`config.mk`:
```
export PLATFORM = sky130hd
export DESIGN_NAME = ula_seq_flat
export DESIGN_NICKNAME = d
export VERILOG_FILES = /design/src/rtl/ula_seq_if.sv /design/src/rtl/ula_seq.sv /design/src/flat_wrapper.sv
export SDC_FILE = /design/constraint.sdc
export NUM_CORES = 1
export LEC_CHECK = 0
export ABC_AREA = 1
export CAP_MARGIN = 10
export CELL_PAD_IN_SITES_DETAIL_PLACEMENT = 1
export CELL_PAD_IN_SITES_GLOBAL_PLACEMENT = 2
export CORE_UTILIZATION = 29
export CTS_CLUSTER_SIZE = 20
export DETAILED_ROUTE_END_ITERATION = 7
export PLACE_DENSITY = 0.85
export SLEW_MARGIN = 40
export SYNTH_ARGS = -nofsm -noshare
export SYNTH_HDL_FRONTEND = slang
export SYNTH_SLANG_ARGS = --single-unit
export TNS_END_PERCENT = 10
```
`constraint.sdc`:
```
create_clock -name Clock -period 3.5 [get_ports Clock]
set_input_delay 1.05 -clock Clock [delete_from_list [all_inputs] [get_ports Clock]]
set_output_delay 1.05 -clock Clock [all_outputs]
set_load 0.005 [all_outputs]
```
`src/rtl/ula_seq_if.sv`:
```
// Operand/result bundle between the control FSM (master) and the sequential ALU (slave).
interface ula_seq_if #(parameter int WIDTH = 16);
  logic             Start;
  logic [3:0]       Ulaop;
  logic [WIDTH-1:0] A;
  logic [WIDTH-1:0] BusWires;
  logic [WIDTH-1:0] Q;
  logic [WIDTH-1:0] Rem;
  logic             Done;
  logic             Busy;
  logic             Zero;
  logic             Neg;
  logic             Carry;
  logic             DivZero;

  modport master (output Start, Ulaop, A, BusWires,
                  input  Q, Rem, Done, Busy, Zero, Neg, Carry, DivZero);
  modport slave  (input  Start, Ulaop, A, BusWires,
                  output Q, Rem, Done, Busy, Zero, Neg, Carry, DivZero);
endinterface

```
`src/rtl/ula_seq.sv`:
```
// Sequential ALU: single-cycle logic/arith/shift/compare ops, and iterative
// shift-add MUL and restoring DIV.  Results and flags are registered and held until the next Done.
module ula_seq #(
   parameter int WIDTH = 16,
   parameter int STEP  = 4
) (
   input logic   Clock,
   input logic   Reset,
   ula_seq_if.slave bus
);
   localparam int SW = $clog2(WIDTH);
   localparam logic [3:0] OP_ADD = 4'h0, OP_SUB = 4'h1, OP_SLT = 4'h2, OP_CMP = 4'h3,
                          OP_ADDK = 4'h4, OP_SUBK = 4'h5, OP_AND = 4'h6, OP_OR = 4'h7,
                          OP_XOR = 4'h8, OP_SHL = 4'h9, OP_SHR = 4'hA, OP_SLTS = 4'hB,
                          OP_MUL = 4'hC, OP_DIV = 4'hD;

   typedef enum logic {IDLE, ITER} state_t;

   state_t           state, state_n;
   logic [SW-1:0]    cnt, cnt_n;
   logic [3:0]       op_r, op_n;
   logic [WIDTH-1:0] opd, opd_n, hi, hi_n, lo, lo_n;
   logic             busy_r, busy_n;
   logic [WIDTH-1:0] q_r, rem_r;
   logic             done_r, zero_r, neg_r, carry_r, dz_r;

   logic             wr, wc, wdz;
   logic [WIDTH-1:0] wq, wrem;

   // Single-cycle datapath
   logic [SW-1:0]    sh;
   logic [WIDTH:0]   add_w, sub_w, addk_w, subk_w, shl_w, shr_w;
   logic [WIDTH-1:0] s_q, s_rem;
   logic             s_c, s_dz;

   assign sh     = bus.BusWires[SW-1:0];
   assign add_w  = {1'b0, bus.A} + {1'b0, bus.BusWires};
   assign sub_w  = {1'b0, bus.A} - {1'b0, bus.BusWires};
   assign addk_w = {1'b0, bus.BusWires} + (WIDTH+1)'(STEP);
   assign subk_w = {1'b0, bus.BusWires} - (WIDTH+1)'(STEP);
   // The extra bit catches the last bit shifted out; it stays 0 for a zero shift.
   assign shl_w  = {1'b0, bus.A} << sh;
   assign shr_w  = {bus.A, 1'b0} >> sh;

   always_comb begin
      s_q   = '0;
      s_rem = '0;
      s_c   = 1'b0;
      s_dz  = 1'b0;
      case (bus.Ulaop)
         OP_ADD:  begin s_q = add_w[WIDTH-1:0];  s_c = add_w[WIDTH];  end
         OP_SUB:  begin s_q = sub_w[WIDTH-1:0];  s_c = sub_w[WIDTH];  end
         OP_SLT:  s_q = WIDTH'(sub_w[WIDTH]);
         OP_CMP:  s_q = WIDTH'(bus.A == bus.BusWires);
         OP_ADDK: begin s_q = addk_w[WIDTH-1:0]; s_c = addk_w[WIDTH]; end
         OP_SUBK: begin s_q = subk_w[WIDTH-1:0]; s_c = subk_w[WIDTH]; end
         OP_AND:  s_q = bus.A & bus.BusWires;
         OP_OR:   s_q = bus.A | bus.BusWires;
         OP_XOR:  s_q = bus.A ^ bus.BusWires;
         OP_SHL:  begin s_q = shl_w[WIDTH-1:0];  s_c = shl_w[WIDTH];  end
         OP_SHR:  begin s_q = shr_w[WIDTH:1];    s_c = shr_w[0];      end
         OP_SLTS: s_q = WIDTH'($signed(bus.A) < $signed(bus.BusWires));
         OP_DIV:  begin s_q = '1; s_rem = bus.A; s_dz = 1'b1; end
         default: ;
      endcase
   end

   // One MUL step: {hi,lo} holds partial product and remaining multiplier bits.
   logic [WIDTH:0]   mul_sum;
   logic [WIDTH-1:0] mul_hi, mul_lo;
   assign mul_sum = {1'b0, hi} + (lo[0] ? {1'b0, opd} : '0);
   assign mul_hi  = mul_sum[WIDTH:1];
   assign mul_lo  = {mul_sum[0], lo[WIDTH-1:1]};

   // One DIV step: hi is the partial remainder (< divisor), lo shifts dividend out / quotient in.
   logic [WIDTH:0]   div_sh, div_df;
   logic [WIDTH-1:0] div_hi, div_lo;
   assign div_sh = {hi, lo[WIDTH-1]};
   assign div_df = div_sh - {1'b0, opd};
   assign div_hi = div_df[WIDTH] ? div_sh[WIDTH-1:0] : div_df[WIDTH-1:0];
   assign div_lo = {lo[WIDTH-2:0], ~div_df[WIDTH]};

   always_comb begin
      state_n = state;
      cnt_n   = cnt;
      op_n    = op_r;
      opd_n   = opd;
      hi_n    = hi;
      lo_n    = lo;
      busy_n  = busy_r;
      wr      = 1'b0;
      wq      = '0;
      wrem    = '0;
      wc      = 1'b0;
      wdz     = 1'b0;
      case (state)
         IDLE: if (bus.Start) begin
            op_n = bus.Ulaop;
            if (bus.Ulaop == OP_MUL || (bus.Ulaop == OP_DIV && bus.BusWires != '0)) begin
               state_n = ITER;
               cnt_n   = SW'(WIDTH-1);
               busy_n  = 1'b1;
               hi_n    = '0;
               opd_n   = (bus.Ulaop == OP_MUL) ? bus.A : bus.BusWires;
               lo_n    = (bus.Ulaop == OP_MUL) ? bus.BusWires : bus.A;
            end else begin
               wr   = 1'b1;
               wq   = s_q;
               wrem = s_rem;
               wc   = s_c;
               wdz  = s_dz;
            end
         end
         ITER: begin
            hi_n  = (op_r == OP_MUL) ? mul_hi : div_hi;
            lo_n  = (op_r == OP_MUL) ? mul_lo : div_lo;
            cnt_n = cnt - SW'(1);
            if (cnt == '0) begin
               state_n = IDLE;
               busy_n  = 1'b0;
               wr      = 1'b1;
               wq      = lo_n;
               wrem    = hi_n;
               wc      = (op_r == OP_MUL) && (hi_n != '0);
            end
         end
         default: state_n = IDLE;
      endcase
   end

   always_ff @(posedge Clock or posedge Reset) begin
      if (Reset) begin
         state   <= IDLE;
         cnt     <= '0;
         op_r    <= '0;
         opd     <= '0;
         hi      <= '0;
         lo      <= '0;
         busy_r  <= 1'b0;
         done_r  <= 1'b0;
         q_r     <= '0;
         rem_r   <= '0;
         zero_r  <= 1'b0;
         neg_r   <= 1'b0;
         carry_r <= 1'b0;
         dz_r    <= 1'b0;
      end else begin
         state  <= state_n;
         cnt    <= cnt_n;
         op_r   <= op_n;
         opd    <= opd_n;
         hi     <= hi_n;
         lo     <= lo_n;
         busy_r <= busy_n;
         done_r <= wr;
         if (wr) begin
            q_r     <= wq;
            rem_r   <= wrem;
            zero_r  <= (wq == '0);
            neg_r   <= wq[WIDTH-1];
            carry_r <= wc;
            dz_r    <= wdz;
         end
      end
   end

   assign bus.Q       = q_r;
   assign bus.Rem     = rem_r;
   assign bus.Done    = done_r;
   assign bus.Busy    = busy_r;
   assign bus.Zero    = zero_r;
   assign bus.Neg     = neg_r;
   assign bus.Carry   = carry_r;
   assign bus.DivZero = dz_r;
endmodule

```
`src/flat_wrapper.sv`:
```
// flat-port wrapper written by rule: the top's interface ports become plain ports
module ula_seq_flat 
#(
   parameter int WIDTH = 16,
   parameter int STEP  = 4
)
  (Clock, Reset, bus_Start, bus_Ulaop, bus_A, bus_BusWires, bus_Q, bus_Rem, bus_Done, bus_Busy, bus_Zero, bus_Neg, bus_Carry, bus_DivZero);
  ula_seq_if #(.WIDTH(WIDTH)) bus_i ();
  input logic Clock;
  input logic Reset;
  input wire logic [$bits(bus_i.Start)-1:0] bus_Start;
  input wire logic [$bits(bus_i.Ulaop)-1:0] bus_Ulaop;
  input wire logic [$bits(bus_i.A)-1:0] bus_A;
  input wire logic [$bits(bus_i.BusWires)-1:0] bus_BusWires;
  output wire logic [$bits(bus_i.Q)-1:0] bus_Q;
  output wire logic [$bits(bus_i.Rem)-1:0] bus_Rem;
  output wire logic [$bits(bus_i.Done)-1:0] bus_Done;
  output wire logic [$bits(bus_i.Busy)-1:0] bus_Busy;
  output wire logic [$bits(bus_i.Zero)-1:0] bus_Zero;
  output wire logic [$bits(bus_i.Neg)-1:0] bus_Neg;
  output wire logic [$bits(bus_i.Carry)-1:0] bus_Carry;
  output wire logic [$bits(bus_i.DivZero)-1:0] bus_DivZero;
  assign bus_i.Start = bus_Start;
  assign bus_i.Ulaop = bus_Ulaop;
  assign bus_i.A = bus_A;
  assign bus_i.BusWires = bus_BusWires;
  assign bus_Q = bus_i.Q;
  assign bus_Rem = bus_i.Rem;
  assign bus_Done = bus_i.Done;
  assign bus_Busy = bus_i.Busy;
  assign bus_Zero = bus_i.Zero;
  assign bus_Neg = bus_i.Neg;
  assign bus_Carry = bus_i.Carry;
  assign bus_DivZero = bus_i.DivZero;
  ula_seq #(.WIDTH(WIDTH), .STEP(STEP)) u_core (.Clock(Clock), .Reset(Reset), .bus(bus_i));
endmodule
```
# Yosys cells after proc, flatten, opt, wreduce, memory -nomap -nowiden

Index checks and enable logic that the tools add are counted.

Flip-flop bits (word level): 95
Bits of input ports: 39
Output and inout bits: 38
Logic and storage cells: 105

$add $sub $neg: 7
Magnitude comparators: 1
Equal/unequal tests: 18
Shift-type cells: 2
Muxes and demuxes: 46
Bitwise gates (word level): 5
Reductions and logical operators: 12

Operators by type and width:

| operator                                            | count |
|---|---|
| 2-to-1 mux 16 bit                                   | 17 |
| case mux 16 bit (13 select lines)                   | 1 |
| case mux 16 bit (2 select lines)                    | 4 |
| nonzero test 16 bit                                 | 2 |
| == test 4 bit (second input constant)               | 7 |
| adder 16 x 16 -> 17 bit                             | 1 |
| adder 16 x 17 -> 17 bit                             | 1 |
| adder 16 x 3 -> 17 bit (second input constant)      | 1 |
| << shifter 16 x 4 -> 17 bit                         | 1 |
| >> shifter 17 x 4 -> 17 bit                         | 1 |
| subtractor 16 x 16 -> 17 bit                        | 1 |
| subtractor 16 x 3 -> 17 bit (second input constant) | 1 |
| subtractor 17 x 16 -> 17 bit                        | 1 |
| AND 16 bit                                          | 1 |
| == test 16 bit                                      | 1 |
| == test 4 x 3 -> 1 bit (second input constant)      | 4 |
| logical NOT 16 bit                                  | 1 |
| less-than comparator 16 bit                         | 1 |
| 2-to-1 mux 1 bit                                    | 16 |
| bitwise OR 16 bit                                   | 1 |
| bitwise XOR 16 bit                                  | 1 |
| == test 4 x 2 -> 1 bit (second input constant)      | 2 |
| logical NOT 4 bit                                   | 2 |
| 2-to-1 mux 4 bit                                    | 2 |
| other kinds (12)                                    | 20 |

# Logic depth before layout (Yosys ltp)

Gate-level depths: netlist (run 1).

Depth after elaboration: 7
Mapped depth: 23
Mapped depth without buffers: 23

# Worst setup path after synthesis (run 1)

OpenSTA, ideal clock, no wires.

Path type: input -> register
Start point: in bus_BusWires[2]
End point: reg u_core.zero_r (netlist: u_core.bus.Zero)
Setup time: 0.065 ns
Data arrival time: 3.253 ns
Data required time: 3.435 ns
Slack: 0.182 ns
Stages on the path: 21
Buffers on the path: 4
Cell sequence: buf_2 inv_1 buf_2 buf_2 ha_1 buf_2 nor2_1 nand2_1 nand2_1 nand2_1 nand3_1 nand2_1 nor2_1 nand2_1 a21oi_1 nand3_1 nor2_1 nand2_1 nor2_1 nand3_1 nand2_1

Longest elaborated chain between the ends: 7

Ends and longest elaborated chain:

| item                                                                 | line               | RTL |
|---|---|---|
| start, declared                                                      | flat_wrapper.sv:14 | `input wire logic [$bits(bus_i.BusWires)-1:0] bus_BusWires;` |
| branches (longest 7 deep; another with subtractor 16 x 16 -> 17 bit) | --                 |  |
| end signal, assigned                                                 | ula_seq.sv:159     | `zero_r <= (wq == '0);` |
| end, declared                                                        | ula_seq.sv:25      | `logic done_r, zero_r, neg_r, carry_r, dz_r;` |

Parallel ways; which one is timed is not known.
A chain may end at the register's enable or synchronous reset.

# Final worst setup path (run 1)

Same ends and word-level chain as after synthesis.

==> impl_metrics.yaml, run 1 <==
worst_setup_path:
  required_ns: 3.82
  r2r_cells: 20
  cp.arrival_ns: 3.81
  startpoint_type: "input pin"
  slowest_stage: "clkdlybuf4s50_1"
  max_stage_delay_ns: 0.48
  critPathKind: "in -> reg"
  path_cells: "clkdlybuf4s50_1, inv_1, buf_6, ha_1, xnor2_1, nor2_1, nor2_1, nand3_1, nor2_1, nand2_1, a21oi_1, nand3_2, nor2_1, nand2_1, nor2_1, nand3_1, nand2_1"
  cp-end-kind: "register"
  crit_path_max_fanout: 9
  crit_top_cell: "nor2_1"
synth:
  synth_seq_cells: 94
  synth_flop_cell: "dfrtp_1"
  yosys.cell_types.count: 48
  ys_seq_area_frac: 0.200
  syn_area_um2: 11800
  netlist_instances: 2023
  synth_nets: 2151
  synth-edff-count: 0
  syn_area_per_cell_um2: 5.82
  synth_async_sr_flop_share: 1.00
  yosys_warnings: 0
clocking:
  cts_tree: "built"
  cts_hold_buf: 0
  clk_latency_ns: 0.38
  htree_levels: 3
  path_clk_slew_ns: 0.08
  cts.sinks: 94
  cts_buffer_depth: 2
  cts-root-buf: "clkbuf_16"
  cts_made_buffers: 9
routing:
  routed_wl_mm: 68.2
  wire_per_inst_um: 23.4
  dr.pass1.iters: 5
  vias: 15700
  drt_iter0_markers: 1260
  drc_errors: 0
  avgViaCountPerCell: 5.37
  antenna_left: 0
pwr:
  finalPower_mw: 10.5
  comb_power_share: 0.713
  irDropWorstVdd_mv: 0.316
  intPower_mw: 4.92
  power.density_nw_per_um2: 646
  clockPowerShare: 0.096
  total_leakage_power_nw: 8.52
  seqPwrFrac: 0.191
  switching_share: 0.532
  switching_power_mw: 5.58
placed_design:
  placed_cells: 2900
  io_buffers: 76
  place_congestion: 1.06
  place_ws_ns: -0.782
  hpwlAfterDp_mm: 57.3
floorplanning:
  die-area_um2: 41400
  die-height_um: 203
  core_um2: 39900
  io_pins: 77
  row_count: 73
  die_x_um: 203
  initial_core_util: 0.295
run_status:
  outcome: "finished clean"
worst_hold_path:
  hold_path_depth: 2
  hold_path_class: "reg -> reg"
final_layout:
  nets: 2518
  layout_common_cells: "nand2_1, buf_4, nand3_1"
  layout_commonest_cell: "nand2_1"
  area_delta_synth_final_pct: 38.2
  drive_gt1_frac: 0.204
  finalNonFillerCells: 2919
  antenna_cells: 0
timing:
  final_hold_viol_count: 0
  max_clock_freq_ghz: 0.287
  relSlewSlack: 0.605
  max_slew.worst_pin.slew_ns: 0.593
  skew_ns: 0.0106
  min_period_over_period: 0.997
  holdWs_ns: 0.486
  setup-violations-final: 0
  drv_slew: 0
  fin_ws_ns: 0.0107
  min_period_ns: 3.49
global_route:
  grt_usage: 0.331
  grt_max_degree: 64
  grt_first_pass_wirelength_mm: 101
  overflow: 0
  grt_pass1_vias: 16000
  antenna_found_initial: 3
flow_run:
  max_cap_viol_count: 0
==> sequential cells by signal, summed over array words and instances, names as in the netlist, 4 cells and up <==
register and count:
u_core.cnt 4, u_core.hi 16, u_core.lo 16, u_core.op_r 4
u_core.bus.Q 16, u_core.opd 16, u_core.bus.Rem 16
==> cell usage after synthesis (4+ instances only) <==
library cell | instances | area share
a21o_1 | 4 | 0.0026
a21oi_1 | 83 | 0.035
and2_1 | 8 | 0.0043
buf_2 | 38 | 0.016
buf_6 | 6 | 0.0057
clkbuf_1 | 34 | 0.011
dfrtp_1 | 94 | 0.20
fa_1 | 4 | 0.0068
ha_1 | 85 | 0.090
inv_1 | 218 | 0.070
inv_2 | 11 | 0.0035
nand2_1 | 681 | 0.22
nand2_2 | 11 | 0.0058
nand3_1 | 276 | 0.12
nand3b_1 | 6 | 0.0038
nand4_1 | 25 | 0.013
nor2_1 | 193 | 0.062
nor2_2 | 7 | 0.0037
nor2_4 | 5 | 0.0048
nor3_1 | 15 | 0.0064
o211ai_1 | 23 | 0.015
o21a_1 | 5 | 0.0032
o21ai_0 | 100 | 0.043
o221ai_1 | 26 | 0.019
o22ai_1 | 12 | 0.0064
or2_2 | 6 | 0.0032
xnor2_1 | 10 | 0.0074
==> metal layers <==
metal / up-vias / track usage / part of all wire
li1: 7336 / - / -
met1: 7676 / 0.432 / 0.44
met2: 532 / 0.549 / 0.46
met3: 118 / 0.0470 / 0.061
met4: 0 / 0.126 / 0.039
met5: - / 0 / 0
==> power groups by stage <==
stage	clock [mW]	combinational (mW)	sequential [mW]
4_1_cts	1.02	7.40	2.00
5_1_grt	1.05	8.29	2.07
2_1_floorplan	0	4.48	1.89
3_3_place_gp	0	7.15	2.00
6_report	1.00	7.49	2.00
3_5_place_dp	0	7.33	2.01
==> final timing paths <==
path	startpoint	endpoint	slack (ns)
worst min register to register	u_core.bus.Q[9]$_DFFE_PP0P_	u_core.bus.Q[9]$_DFFE_PP0P_	0.49
max in group asynchronous	Reset	u_core.bus.Q[9]$_DFFE_PP0P_	1.79
worst max register to register	u_core.lo[15]$_DFFE_PP0P_	u_core.bus.Carry$_DFFE_PP0P_	0.26
min in group asynchronous	Reset	u_core.cnt[1]$_DFFE_PP0P_	1.00
worst max-delay path	bus_BusWires[2]	u_core.bus.Zero$_DFFE_PP0P_	0.01
worst min-delay path	u_core.bus.Q[9]$_DFFE_PP0P_	u_core.bus.Q[9]$_DFFE_PP0P_	0.49
==> final cells by class <==
cell class	count	area (um^2)
inverter	231	870
tap	525	657
timing repair buffer	439	3630
fill	5375	23700
clock inverter	5	42.5
multi-input combinational	1615	8470
sequential	94	2350
clock buffer	10	239
==> cell families (layout without fill, tap and decap cells) <==
logic type | after synthesis | after routing | synth area share
simple gates | 1240 | 1240 | 0.447
fa+ha+maj | 89 | 89 | 0.0972
mux | 2 | 2 | 0.00170
flops | 94 | 94 | 0.200
buf+inv | 314 | 685 | 0.109
compound gates | 271 | 271 | 0.136
xor+xnor | 13 | 13 | 0.00968
==> stage by stage <==
step	util	TNS, ns	instance area (um^2)
global placement	0.390	-11.07	15600
floorplan	-	0	11800
CTS	0.400	0	15900
detailed placement	0.390	-14.29	15600
global route	0.407	-0.0437	16300
finish	0.407	0	16300
==> repair_timing <==
action                                  CTS  global route
buffers inserted                          0             4
endpoints found under the setup margin    4             9
pin swaps                                 1            13
resized for setup                        25            71
==> worst max-delay path: cells and delay by family <==
kind / cells / cell delay (ns)
xor gates and xnor gates: 1 / 0.33
adders and majority gates: 1 / 0.27
AOI/OAI and AO/OA: 1 / 0.25
buffers and inverters: 3 / 0.74
and+or+nand+nor: 11 / 1.16
No activity file was read; power rests on OpenSTA's default activity.
==> run 2, diff against run 1 <==
Settings changed: CORE_ASPECT_RATIO from default to 1.2.
==> run 2 against run 1 <==
Compared with the run above: final cell count up 0.14%; register-to-register slack worse by 0.13 ns; clock-buffer cell count down 1; fmax up 3.0%.
==> impl_metrics.yaml, run 2 (synthesis results as in run 1) <==
run_status:
  outcome: "finished clean"
timing:
  drv_slew: 0
  holdWs_ns: 0.495
  fin_ws_ns: 0.114
  tns_ns: 0
  final_hold_viol_count: 0
  max_clock_freq_ghz: 0.295
  rsz0062_at_grt: "yes"
  setup-violations-final: 0
  min_period_ns: 3.39
  min_period_over_period: 0.968
  skew_ns: 0.0208
  relSlewSlack: 0.541
  max_slew.worst_pin.slew_ns: 0.684
clocking:
  htree_levels: 3
  cts_hold_buf: 0
  path_clk_slew_ns: 0.08
  cts_made_buffers: 9
  cts.sinks: 94
  cts-root-buf: "clkbuf_16"
  clk_latency_ns: 0.40
  cts_buffer_depth: 2
  cts_tree: "built"
worst_setup_path:
  r2r-start: "u_core.hi[14]$_DFFE_PP0P_"
  crit_path_max_fanout: 6
  path_cells: "clkdlybuf4s50_1, inv_2, ha_2, a21oi_1, buf_4, nor2_1, nor2_2, nand2_1, nand2_1, nand2_1, buf_4, nand2_1, nand3_1, nand2_1, a41oi_2, a21oi_1, nand2_1"
  cp.arrival_ns: 3.67
  slowest_stage: "clkdlybuf4s50_1"
  crit_top_cell: "nand2_1"
  critPathKind: "in -> reg"
  required_ns: 3.78
  cp-end-kind: "register"
  crit_start: "bus_A[5]"
  regToRegEndpoint: "u_core.bus.Carry$_DFFE_PP0P_"
  reg2reg_slack_ns: 0.13
  r2r_cells: 16
  startpoint_type: "input pin"
  max_stage_delay_ns: 0.44
final_layout:
  fillers: 5362
  fin_area_um2: 16300
  area_delta_synth_final_pct: 38.3
  nets: 2513
  drive_gt1_frac: 0.210
  layout_common_cells: "nand2_1, buf_4, nand3_1"
  antenna_cells: 0
  finalNonFillerCells: 2923
  layout_commonest_cell: "nand2_1"
worst_hold_path:
  hold_path_depth: 2
  hold_end: "u_core.bus.Busy$_DFFE_PP0P_"
  min_from: "u_core.bus.Busy$_DFFE_PP0P_"
  hold_path_class: "reg -> reg"
placed_design:
  io_buffers: 76
  placed_cells: 2892
  dpl_cell_area_um2: 15500
  place_congestion: 1.09
  hpwlAfterDp_mm: 57.3
  place_ws_ns: -0.701
floorplanning:
  row_count: 80
  die_x_um: 186
  io_pins: 77
  core_um2: 39800
  die-height_um: 223
  die-area_um2: 41400
  initial_core_util: 0.295
global_route:
  grt_usage: 0.338
  busiest_layer: "met2"
  overflow: 0
  use_met2: 0.567
  antenna_found_initial: 1
  grt_max_degree: 64
  grtUsageMet1: 0.390
  grt_first_pass_wirelength_mm: 102
  grt_pass1_vias: 16400
  use_met3: 0.0461
pwr:
  power.density_nw_per_um2: 678
  total_leakage_power_nw: 8.51
  irDropWorstVdd_mv: 0.491
routing:
  vias: 15700
  routed_wl_mm: 68.8
  drt_iter0_markers: 1181
  drc_errors: 0
  dr.pass1.iters: 5
  avgViaCountPerCell: 5.38
  wire_per_inst_um: 23.5
  antenna_left: 0
flow_run:
  max_cap_viol_count: 0
==> run 2: cell count changes in the layout (fill, tap and decap cells not counted), sizes merged <==
| cell | previous run | this run |
|---|---|---|
| clkinv | 5 | 3 |
| dlygate4sd2 | 1 | 3 |
| inv | 231 | 232 |
| clkinvlp | 0 | 3 |
| dlymetal6s2s | 10 | 9 |
| clkbuf | 10 | 9 |
| buf | 363 | 358 |
| clkdlybuf4s50 | 65 | 64 |
==> run 2: what timing repair did <==
item,4_1_cts,5_1_grt
gates cloned,0,0
buffers inserted,2,13
setup endpoints to repair,6,13
resized for setup,28,82
pin swaps,4,26
==> run 2: worst max-delay path by stage <==
| stage | endpoint | slack (ns) | cells after the start |
|---|---|---|---|
| 3_3_place_gp | u_core.bus.Zero$_DFFE_PP0P_ | -0.69 | 15 |
| 2_1_floorplan | u_core.bus.Busy$_DFFE_PP0P_ | 0.001 | 1 |
| 6_report | u_core.bus.Carry$_DFFE_PP0P_ | 0.11 | 17 |
| 5_1_grt | u_core.bus.Zero$_DFFE_PP0P_ | -0.02 | 18 |
| 4_1_cts | u_core.bus.Zero$_DFFE_PP0P_ | 0.003 | 16 |
| 3_5_place_dp | u_core.bus.Zero$_DFFE_PP0P_ | -0.70 | 15 |
==> run 2: report_power, final <==
| part | internal (mW) | total [mW] | switching (mW) |
|---|---|---|---|
| Clock | 0.506 | 1.07 | 0.562 |
| Sequential | 1.60 | 2.03 | 0.425 |
| Combinational | 2.93 | 7.94 | 5.01 |
| Total | 5.04 | 11.0 | 5.99 |
==> run 2: through the flow <==
step | utilization | total power, mW
global route | 0.408 | 11.8
detailed placement | 0.389 | 9.50
global placement | 0.389 | 9.25
finish | 0.408 | 11.0
floorplan | - | 6.38
CTS | 0.400 | 10.7
==> run 2: worst max-delay path: cells and delay by family <==
| family | cells | cell delay [ns] |
|---|---|---|
| simple gates | 9 | 0.84 |
| fa+ha+maj | 1 | 0.35 |
| buf+inv | 4 | 0.90 |
| compound gates | 3 | 0.53 |
==> run 2: final cells by class <==
type                    count  area, um^2  area share
multi-input cells        1615        8470       0.521
repair buffers            434        3610       0.222
flip-flops and latches     94        2350       0.145
inverters                 231         873      0.0537
well taps                 533         667      0.0410
clock buffers               9         225      0.0138
clock inverters             7        73.8     0.00454
==> run 2: routing by layer <==
metal | vias up | part of all wire
met5 | - | 0.00012
met4 | 2 | 0.082
met3 | 216 | 0.048
met2 | 504 | 0.48
met1 | 7703 | 0.39
li1 | 7315 | -
